### src/rtl/keylock_pkg.sv
// Shared types and helpers for the keypad lock sequencer.
// Holds the FSM state set, key encodings and counter widths.
package keylock_pkg;

  localparam int unsigned DIGIT_W = 4;
  localparam int unsigned CNT_W   = 4;

  localparam logic [DIGIT_W-1:0] KEY_CLEAR = 4'hF;

  typedef enum logic [2:0] {
    ST_IDLE,
    ST_ENTRY,
    ST_CHECK,
    ST_UNLOCKED,
    ST_PROG,
    ST_LOCKOUT
  } state_t;

  // Only 0-9 are real digits; A-E are invalid and F is CLEAR.
  function automatic logic is_digit(input logic [DIGIT_W-1:0] k);
    return k <= DIGIT_W'(9);
  endfunction

endpackage

### src/rtl/keylock_timer.sv
// Loadable down-counter; o_expired_c is high on the cycle whose rising edge
// lands exactly i_value cycles after the load edge.
module keylock_timer
  import keylock_pkg::*;
#(
  parameter int unsigned W = 8
) (
  input  logic         i_clk,
  input  logic         i_rst,
  input  logic         i_load,
  input  logic [W-1:0] i_value,
  output logic         o_expired_c
);

  logic [W-1:0] r_cnt;

  // A count of zero is idle, so an unloaded timer never expires.
  always_ff @(posedge i_clk or posedge i_rst) begin
    if (i_rst) begin
      r_cnt <= '0;
    end else if (i_load) begin
      r_cnt <= i_value;
    end else if (r_cnt != '0) begin
      r_cnt <= r_cnt - W'(1);
    end
  end

  assign o_expired_c = (r_cnt == W'(1));

endmodule

### src/rtl/keylock_ctrl.sv
// Keypad lock sequencer: code entry and check, failure lockout, auto-relock,
// inter-digit timeout and in-field code reprogramming while unlocked.
module keylock_ctrl
  import keylock_pkg::*;
#(
  parameter int unsigned                      CODE_LEN       = 6,
  parameter logic [CODE_LEN*DIGIT_W-1:0]      DEFAULT_CODE   = 24'h332556,
  parameter int unsigned                      MAX_FAIL       = 3,
  parameter int unsigned                      LOCKOUT_CYCLES = 1000,
  parameter int unsigned                      RELOCK_CYCLES  = 5000,
  parameter int unsigned                      ENTRY_TIMEOUT  = 2000
) (
  input  logic               clk,
  input  logic               reset,
  input  logic               key_valid,
  input  logic [DIGIT_W-1:0] key,
  input  logic               relock,
  input  logic               prog_en,
  output logic               locked,
  output logic               lockout,
  output logic               ok_pulse,
  output logic               err_pulse,
  output logic [3:0]         fail_cnt,
  output logic [2:0]         digit_cnt
);

  localparam int unsigned IDX_W = (CODE_LEN > 1) ? $clog2(CODE_LEN) : 1;
  localparam int unsigned ENT_W = $clog2(ENTRY_TIMEOUT + 1);
  localparam int unsigned REL_W = $clog2(RELOCK_CYCLES + 1);
  localparam int unsigned LCK_W = $clog2(LOCKOUT_CYCLES + 1);

  // Element CODE_LEN-1 is the first digit (MSB nibble).
  typedef logic [CODE_LEN-1:0][DIGIT_W-1:0] code_t;

  state_t           r_state, w_state_nxt;
  logic [CNT_W-1:0] r_digit_cnt, w_digit_cnt_nxt;
  logic [CNT_W-1:0] r_fail_cnt, w_fail_cnt_nxt;
  logic             r_mismatch, w_mismatch_nxt;
  logic             r_pass, w_pass_nxt;
  code_t            r_code, w_code_nxt;
  code_t            r_shadow, w_shadow_nxt;
  logic             r_locked, w_locked_nxt;
  logic             r_lockout, w_lockout_nxt;
  logic             r_ok, w_ok_nxt;
  logic             r_err, w_err_nxt;

  logic             w_entry_load, w_relock_load, w_lock_load;
  logic             w_entry_exp, w_relock_exp, w_lock_exp;
  logic [IDX_W-1:0] w_slot;
  logic             w_key_miss;
  logic             w_last;
  logic             w_fail_limit;
  logic [CNT_W-1:0] w_fail_inc;

  keylock_timer #(.W(ENT_W)) u_entry_tmr (
    .i_clk       (clk),
    .i_rst       (reset),
    .i_load      (w_entry_load),
    .i_value     (ENT_W'(ENTRY_TIMEOUT)),
    .o_expired_c (w_entry_exp)
  );

  keylock_timer #(.W(REL_W)) u_relock_tmr (
    .i_clk       (clk),
    .i_rst       (reset),
    .i_load      (w_relock_load),
    .i_value     (REL_W'(RELOCK_CYCLES)),
    .o_expired_c (w_relock_exp)
  );

  keylock_timer #(.W(LCK_W)) u_lock_tmr (
    .i_clk       (clk),
    .i_rst       (reset),
    .i_load      (w_lock_load),
    .i_value     (LCK_W'(LOCKOUT_CYCLES)),
    .o_expired_c (w_lock_exp)
  );

  // Slot addressed by the digit about to be accepted (digit_cnt is 0 in IDLE).
  assign w_slot       = IDX_W'(CODE_LEN - 1) - IDX_W'(r_digit_cnt);
  assign w_key_miss   = !is_digit(key) || (key != r_code[w_slot]);
  assign w_last       = (r_digit_cnt == CNT_W'(CODE_LEN - 1));
  assign w_fail_limit = (r_fail_cnt >= CNT_W'(MAX_FAIL));
  assign w_fail_inc   = w_fail_limit ? r_fail_cnt : r_fail_cnt + CNT_W'(1);

  always_comb begin
    w_state_nxt     = r_state;
    w_digit_cnt_nxt = r_digit_cnt;
    w_fail_cnt_nxt  = r_fail_cnt;
    w_mismatch_nxt  = r_mismatch;
    w_pass_nxt      = r_pass;
    w_code_nxt      = r_code;
    w_shadow_nxt    = r_shadow;
    w_ok_nxt        = 1'b0;
    w_err_nxt       = 1'b0;
    w_entry_load    = 1'b0;
    w_relock_load   = 1'b0;
    w_lock_load     = 1'b0;

    case (r_state)
      ST_IDLE: begin
        if (key_valid && (key != KEY_CLEAR)) begin
          w_state_nxt     = ST_ENTRY;
          w_digit_cnt_nxt = CNT_W'(1);
          w_mismatch_nxt  = w_key_miss;
          w_entry_load    = 1'b1;
        end
      end

      ST_ENTRY: begin
        if (w_entry_exp) begin
          w_state_nxt     = ST_IDLE;
          w_digit_cnt_nxt = '0;
        end else if (key_valid) begin
          if (key == KEY_CLEAR) begin
            w_state_nxt     = ST_IDLE;
            w_digit_cnt_nxt = '0;
          end else begin
            w_digit_cnt_nxt = r_digit_cnt + CNT_W'(1);
            w_mismatch_nxt  = r_mismatch | w_key_miss;
            if (w_last) begin
              // Verdict is known here, so the pulses show during the CHECK cycle.
              w_state_nxt = ST_CHECK;
              w_pass_nxt  = !(r_mismatch | w_key_miss);
              w_ok_nxt    = !(r_mismatch | w_key_miss);
              w_err_nxt   = r_mismatch | w_key_miss;
            end else begin
              w_entry_load = 1'b1;
            end
          end
        end
      end

      ST_CHECK: begin
        w_digit_cnt_nxt = '0;
        if (r_pass) begin
          w_state_nxt    = ST_UNLOCKED;
          w_fail_cnt_nxt = '0;
          w_relock_load  = 1'b1;
        end else begin
          w_fail_cnt_nxt = w_fail_inc;
          if (w_fail_inc >= CNT_W'(MAX_FAIL)) begin
            w_state_nxt = ST_LOCKOUT;
            w_lock_load = 1'b1;
          end else begin
            w_state_nxt = ST_IDLE;
          end
        end
      end

      ST_UNLOCKED: begin
        if (relock || w_relock_exp) begin
          w_state_nxt = ST_IDLE;
        end else if (key_valid && prog_en && is_digit(key)) begin
          w_state_nxt                = ST_PROG;
          w_shadow_nxt[CODE_LEN - 1] = key;
          w_digit_cnt_nxt            = CNT_W'(1);
          w_entry_load               = 1'b1;
        end
      end

      ST_PROG: begin
        if (relock || w_relock_exp) begin
          w_state_nxt     = ST_IDLE;
          w_digit_cnt_nxt = '0;
        end else if (w_entry_exp || !prog_en) begin
          w_state_nxt     = ST_UNLOCKED;
          w_digit_cnt_nxt = '0;
        end else if (key_valid) begin
          if (!is_digit(key)) begin
            w_state_nxt     = ST_UNLOCKED;
            w_digit_cnt_nxt = '0;
          end else begin
            w_shadow_nxt[w_slot] = key;
            if (w_last) begin
              w_code_nxt      = w_shadow_nxt;
              w_state_nxt     = ST_UNLOCKED;
              w_digit_cnt_nxt = '0;
            end else begin
              w_digit_cnt_nxt = r_digit_cnt + CNT_W'(1);
              w_entry_load    = 1'b1;
            end
          end
        end
      end

      ST_LOCKOUT: begin
        if (w_lock_exp) begin
          w_state_nxt    = ST_IDLE;
          w_fail_cnt_nxt = '0;
        end
      end

      default: begin
        w_state_nxt     = ST_IDLE;
        w_digit_cnt_nxt = '0;
      end
    endcase

    w_locked_nxt  = !((w_state_nxt == ST_UNLOCKED) || (w_state_nxt == ST_PROG));
    w_lockout_nxt = (w_state_nxt == ST_LOCKOUT);
  end

  always_ff @(posedge clk or posedge reset) begin
    if (reset) begin
      r_state     <= ST_IDLE;
      r_digit_cnt <= '0;
      r_fail_cnt  <= '0;
      r_mismatch  <= 1'b0;
      r_pass      <= 1'b0;
      r_code      <= DEFAULT_CODE;
      r_shadow    <= '0;
      r_locked    <= 1'b1;
      r_lockout   <= 1'b0;
      r_ok        <= 1'b0;
      r_err       <= 1'b0;
    end else begin
      r_state     <= w_state_nxt;
      r_digit_cnt <= w_digit_cnt_nxt;
      r_fail_cnt  <= w_fail_cnt_nxt;
      r_mismatch  <= w_mismatch_nxt;
      r_pass      <= w_pass_nxt;
      r_code      <= w_code_nxt;
      r_shadow    <= w_shadow_nxt;
      r_locked    <= w_locked_nxt;
      r_lockout   <= w_lockout_nxt;
      r_ok        <= w_ok_nxt;
      r_err       <= w_err_nxt;
    end
  end

  assign locked    = r_locked;
  assign lockout   = r_lockout;
  assign ok_pulse  = r_ok;
  assign err_pulse = r_err;
  assign fail_cnt  = r_fail_cnt;
  assign digit_cnt = r_digit_cnt[2:0];

endmodule

### config.mk
export PLATFORM = sky130hd
export DESIGN_NAME = keylock_ctrl
export DESIGN_NICKNAME = d
export VERILOG_FILES = /design/src/rtl/keylock_pkg.sv /design/src/rtl/keylock_timer.sv /design/src/rtl/keylock_ctrl.sv
export SDC_FILE = /design/constraint.sdc
export NUM_CORES = 1
export LEC_CHECK = 0
export BUFFER_PORTS_ARGS = -buffer_cell sky130_fd_sc_hd__buf_2
export CORE_UTILIZATION = 25
export CTS_CLUSTER_DIAMETER = 200
export DETAILED_ROUTE_END_ITERATION = 6
export GPL_TIMING_DRIVEN = 1
export PLACE_DENSITY = 0.51
export SLEW_MARGIN = 20
export SYNTH_ARGS = -nofsm -noshare
export SYNTH_HDL_FRONTEND = slang
export SYNTH_SLANG_ARGS = --single-unit
export TNS_END_PERCENT = 30
### constraint.sdc
create_clock -name clk -period 2.85 [get_ports clk]
set_input_delay 0.4275 -clock clk [delete_from_list [all_inputs] [get_ports clk]]
set_output_delay 0.4275 -clock clk [all_outputs]
set_load 0.02 [all_outputs]
Word level (Yosys, flattened, before mapping) --
Cells that the tools add are included.
Cells by class: reductions and logical operators 29, bitwise logic cells 6, order comparisons 5, add/sub/neg operators 6, equality and inequality tests 28, multiplexer cells 82
Operators by type and width (count):
- two-way mux 24 bit | 4
- two-way mux 4 bit | 18
- two-way mux 3 bit | 15
- two-way mux 1 bit | 30
- two-way mux 13 bit | 2
- bitwise mux 24 bit | 1
- two-way mux 11 bit | 2
- two-way mux 10 bit | 2
- inequality test 2 bit, second input constant | 10
- case mux 4 bit (5 select lines) | 1
- case mux 3 bit (6 select lines) | 1
- case mux 4 bit (2 select lines) | 2
- AND reduction 5 bit | 3
- equality test 13 x 1 -> 1 bit, second input constant | 1
- nonzero test 13 bit | 1
- subtractor 13 x 1 -> 13 bit, second input constant | 1
- binary-select mux 4 bit (select 3 bit) | 1
- demux 4 bit (select 3 bit) | 1
- equality test 3 bit, second input constant | 4
- AND reduction 6 bit | 2
- nonzero test 2 bit | 6
- equality test 11 x 1 -> 1 bit, second input constant | 1
- nonzero test 11 bit | 1
- subtractor 11 x 1 -> 11 bit, second input constant | 1
- 27 further kinds | 45
Word-level totals: register bits after elaboration 99, word-level logic and storage cells 180, input port bits 9, output and inout port bits 11

Depth between registers and ports, before layout --
depth in word-level cells 12, mapped depth 10, depth with buffers taken out 8

Cells and area by module --
A second synthesis with hierarchy kept.
Unflattened totals: cells, all modules 574, area, all modules 5622.9 um^2
Modules (own cells, without submodules):
- keylock_ctrl | sequential area each 1641.6 um^2, area each 3484.6 um^2, cells each 339, times used 1
- keylock_timer at u_relock_tmr | sequential area each 325.3 um^2, area each 813.3 um^2, cells each 89, times used 1
- keylock_timer at u_entry_tmr | sequential area each 275.3 um^2, area each 664.4 um^2, cells each 75, times used 1
- keylock_timer at u_lock_tmr | sequential area each 250.2 um^2, area each 660.6 um^2, cells each 71, times used 1

Least setup slack after synthesis --
Ideal clock, no wire load.
path kind reg2reg, start point register r_digit_cnt[1], end point register r_state[0], clock period less this slack 2.427 ns, arrival time 2.288 ns, setup slack 0.423 ns, path buffers 1, cell stages (with the launch flop) 10, setup time 0.138 ns, data required time 2.712 ns, path through dfrtp_1 clkbuf_1 inv_1 ha_1 nand3b_1 a21bo_2 a31oi_1 o21ai_0 nand2_1 or4_1
On the way: cells in the longest elaborated chain, start to end 7, elaborated cells between the ends (all ways) 11, those cells by class eq/ne (1); mux (10)
RTL lines:
- from (decl) | line keylock_ctrl.sv:36 | logic [CNT_W-1:0] r_digit_cnt, w_digit_cnt_nxt;
- from (signal assigned) | line keylock_ctrl.sv:219 | r_digit_cnt <= w_digit_cnt_nxt;
- equality test 4 x 3 -> 1 bit (*) | line keylock_ctrl.sv:82 | assign w_last = (r_digit_cnt == CNT_W'(CODE_LEN - 1));
- two-way mux 3 bit | line keylock_ctrl.sv:175 | if (w_last) begin
- two-way mux 3 bit | line keylock_ctrl.sv:170 | if (!is_digit(key)) begin
- two-way mux 3 bit | line keylock_ctrl.sv:169 | end else if (key_valid) begin
- two-way mux 3 bit | line keylock_ctrl.sv:166 | end else if (w_entry_exp || !prog_en) begin
- two-way mux 3 bit | line keylock_ctrl.sv:163 | if (relock || w_relock_exp) begin
- case mux 3 bit (6 select lines) (*) | line keylock_ctrl.sv:100 | case (r_state)
- via w_state_nxt[0] | line keylock_ctrl.sv:35 | state_t r_state, w_state_nxt;
- to (signal assigned) | line keylock_ctrl.sv:218 | r_state <= w_state_nxt;
- to (decl) | line keylock_ctrl.sv:35
Mark *: on every way through the listed nets, which the timed path passes. The rest lies on a longest branch. A chain may end at the register's enable or synchronous reset.

Final worst setup path --
start point register u_entry_tmr.r_cnt[4], end point register r_digit_cnt[3]
On the way: cells in the longest elaborated chain, start to end 5, elaborated cells between the ends (all ways) 9, those cells by class eq/ne (3); mux (4); reduce/logical (2)
RTL lines:
- from (decl) | line keylock_timer.sv:15 | logic [W-1:0] r_cnt;
- from (signal assigned) | line keylock_timer.sv:22 | r_cnt <= i_value;
- from (signal assigned) | line keylock_timer.sv:24 | r_cnt <= r_cnt - W'(1);
- equality test 11 x 1 -> 1 bit (*) | line keylock_timer.sv:28 | assign o_expired_c = (r_cnt == W'(1));
- logical OR 1 bit | line keylock_ctrl.sv:166
- two-way mux 4 bit | line keylock_ctrl.sv:166
- two-way mux 4 bit | line keylock_ctrl.sv:163
- case mux 4 bit (5 select lines) | line keylock_ctrl.sv:100
Every way passes the cells marked *; elsewhere a longest branch is shown, timed or not.

==> flow_summary.yaml <==
outcome:
  status: "finished, final reports clean"
timing:
  period_needed_ns: 2.495
  fin_crit_sh: 0.8755
  finalHoldViolCount: 0
  fin_setup_tns_ns: 0
  max_freq_mhz: 400.8
  slew_violations: 0
  setup_viol: 0
  worst_slew_pin_slew_ns: 0.7810
  finClkSkew_ns: 0.01190
  max_slew_margin: 0.4782
  rsz0062_at_grt: "no"
floorplan:
  dieArea_mm2: 0.02170
  core_area_mm2: 0.02049
  die-width_um: 147.3
  start_util: 0.2575
  io_pins: 20
  die_y_um: 147.3
  std_cell_rows: 52
synthesis:
  synthTopCellsByArea: "dfrtp_1 (41%), dfstp_2 (6.0%), mux2i_1 (5.9%)"
  synth-seq-cells: 99
  yosysTopAreaCell: "dfrtp_1"
  synth.distinct_cells: 59
  async_reset_ff_frac: 1.000
  synth-edff-count: 0
  syn_avg_cell_area_um2: 10.29
  ys_seq_area_frac: 0.4723
  synth_flop_cell: "dfrtp_1"
  synthCells: 513
  syn-num-nets: 538
  synth_top_area_frac: 0.4125
  yosys_warnings: 0
  syn_area_mm2: 0.005278
worst_hold_path:
  hold_path.class: "input port to async pin"
cts:
  cts_max_path_buffers: 2
  htreeDepth: 3
  clockRootBuffer: "clkbuf_16"
  cts_resized: 0
  clkSinkCount: 99
  numCtsBuffers: 9
  clock_latency_ns: 0.36
  path_clk_slew_ns: 0.07
  cts_tree: "done"
  holdBufCountCts: 0
  cts_setup_buffers: 0
route:
  drtIter0Drc: 266
  drtPass1Iterations: 4
  vias: 3787
  ant_nets: 0
  drt-vias-per-instance: 4.670
  wl_per_cell_um: 14.54
  drc_errors: 0
  routed_wl_mm: 11.79
grt:
  grtUsageTotal: 0.1181
  globalRouteOverflowTotal: 0
  first_global_vias: 3855
  antenna_found_initial: 0
  grt_pass1_wl_mm: 20.14
  grt_max_degree: 49
worst_setup_path:
  worst_setup_path_end_kind: "flop"
  worst-setup-path-type: "flop to flop"
  rr_worst_depth: 6
  worstPathArrival_ns: 2.74
  crit_fanout: 5
  required_ns: 3.09
  setup.worst_path.start_class: "flop"
placement:
  hpwl_mm: 8.550
  portBuffers: 19
  gp_congestion: 0.8479
cells_and_area:
  nets: 561
  diodes: 0
  syn_to_final_growth_pct: 14.58
  final_layout_size_suffix_gt1_frac: 0.1959
  fin_util: 0.2951
run:
  max-cap-violations: 0
power_and_ir_drop:
  p_per_area_mw_per_mm2: 793.8
  p_leak_nw: 2.650
  vdd_drop_max_uv: 254.2
==> final timing paths <==
path                       slack (ns)                        startpoint                          endpoint
min                              0.20                             reset  u_entry_tmr.r_cnt[7]$_DFFE_PP0P_
max in group asynchronous        1.92                             reset            r_code[20]$_DFFE_PP1P_
min reg2reg                      0.48            r_code[12]$_DFFE_PP0P_            r_code[12]$_DFFE_PP0P_
max                              0.35  u_entry_tmr.r_cnt[4]$_DFFE_PP0P_        r_digit_cnt[3]$_DFFE_PP0P_
max reg2reg                      0.35  u_entry_tmr.r_cnt[4]$_DFFE_PP0P_        r_digit_cnt[3]$_DFFE_PP0P_
min in group clk                 0.48                            key[2]            r_code[22]$_DFFE_PP0P_
==> synth_stat cells, types with 3 or more instances <==
cell type,instances
a211oi_1,5
buf_4,3
or3_1,6
a211o_1,6
dfrtp_1,87
nand3b_1,6
o211ai_1,3
a22oi_1,3
o31ai_1,3
nand3_1,14
o21ai_0,29
dfstp_2,12
a21oi_1,9
xor2_1,12
and3_1,7
clkbuf_1,16
nor2_1,44
nor3b_1,3
nor4_1,8
nor3_1,15
nor2b_1,8
mux2_2,27
ha_1,16
nand2_1,59
mux2i_1,31
buf_1,3
inv_1,12
xnor2_1,18
nand4_1,5
==> layout make-up <==
| class | count | area (um^2) |
|---|---|---|
| multi-input combinational | 378 | 2636 |
| timing repair buffer | 36 | 235.2 |
| clock inverter | 6 | 57.56 |
| sequential | 99 | 2492 |
| tap | 270 | 337.8 |
| fill | 2112 | 14450 |
| clock buffer | 10 | 239.0 |
| inverter | 12 | 48.80 |
==> metrics by stage <==
step           power (mW)  cell area [um^2]  worst slack, ns  hold slack [ns]  cells
2_1_floorplan       3.176              5281           0.4234           0.4444    513
3_3_place_gp        3.549              5751           0.4320           0.4581    795
3_5_place_dp        3.609              5751           0.3672           0.4697    795
4_1_cts             4.854              6047           0.3597           0.2354    811
5_1_grt             5.155              6047           0.1690           0.2707    811
6_report            4.800              6047           0.3549           0.2027    811
==> sequential cells by signal (all words and copies together) (netlist names) <==
| name | flops |
|---|---|
| r_code | 24 |
| r_shadow | 24 |
| u_relock_tmr.r_cnt | 13 |
| u_entry_tmr.r_cnt | 11 |
| u_lock_tmr.r_cnt | 10 |
| fail_cnt | 4 |
| r_digit_cnt | 4 |
| r_state | 3 |
| err_pulse | 1 |
| locked | 1 |
| lockout | 1 |
| ok_pulse | 1 |
| r_mismatch | 1 |
| r_pass | 1 |
==> placed cells by master (no fill, tap or decap), types with 9 or more instances in the layout <==
master	n
xnor2_1	18
xor2_1	12
nand3_1	14
dfrtp_1	87
mux2i_1	31
dfstp_2	12
o21ai_0	29
buf_2	19
clkbuf_16	9
buf_4	16
nand2_1	59
mux2_2	27
nor2_1	44
inv_1	11
nor3_1	15
a21oi_1	9
ha_1	16
==> layer usage <==
metal | track usage | up-vias | share of wire
met5 | 0 | - | 0
met4 | 0.04948 | 0 | 0.017
met3 | 0.02484 | 15 | 0.030
met2 | 0.1884 | 55 | 0.48
met1 | 0.1546 | 1844 | 0.48
li1 | - | 1873 | -
==> report_power, final <==
group	internal, mW	switching [mW]
logic	0.704	0.873
registers	1.68	0.323
clock network	0.636	0.581
total	3.02	1.78
==> worst max-delay path, cell delays in order, from the launching register on <==
cell	delay [ns]
dfrtp_1	0.42
nor3_1	0.36
and4_1	0.34
nor4_1	0.07
or4_4	0.57
or2_4	0.27
a221o_1	0.35
==> cells by family after synthesis <==
family | count (synthesis) | share of synthesized area
buffers and inverters | 36 | 0.02821
AOI/OAI and AO/OA | 78 | 0.09815
muxes | 60 | 0.1249
xor gates and xnor gates | 30 | 0.04979
and+or+nand+nor | 194 | 0.1887
adders and majority gates | 16 | 0.03793
DFF | 99 | 0.4723
Note: power is estimated with default switching activity, not from simulation.
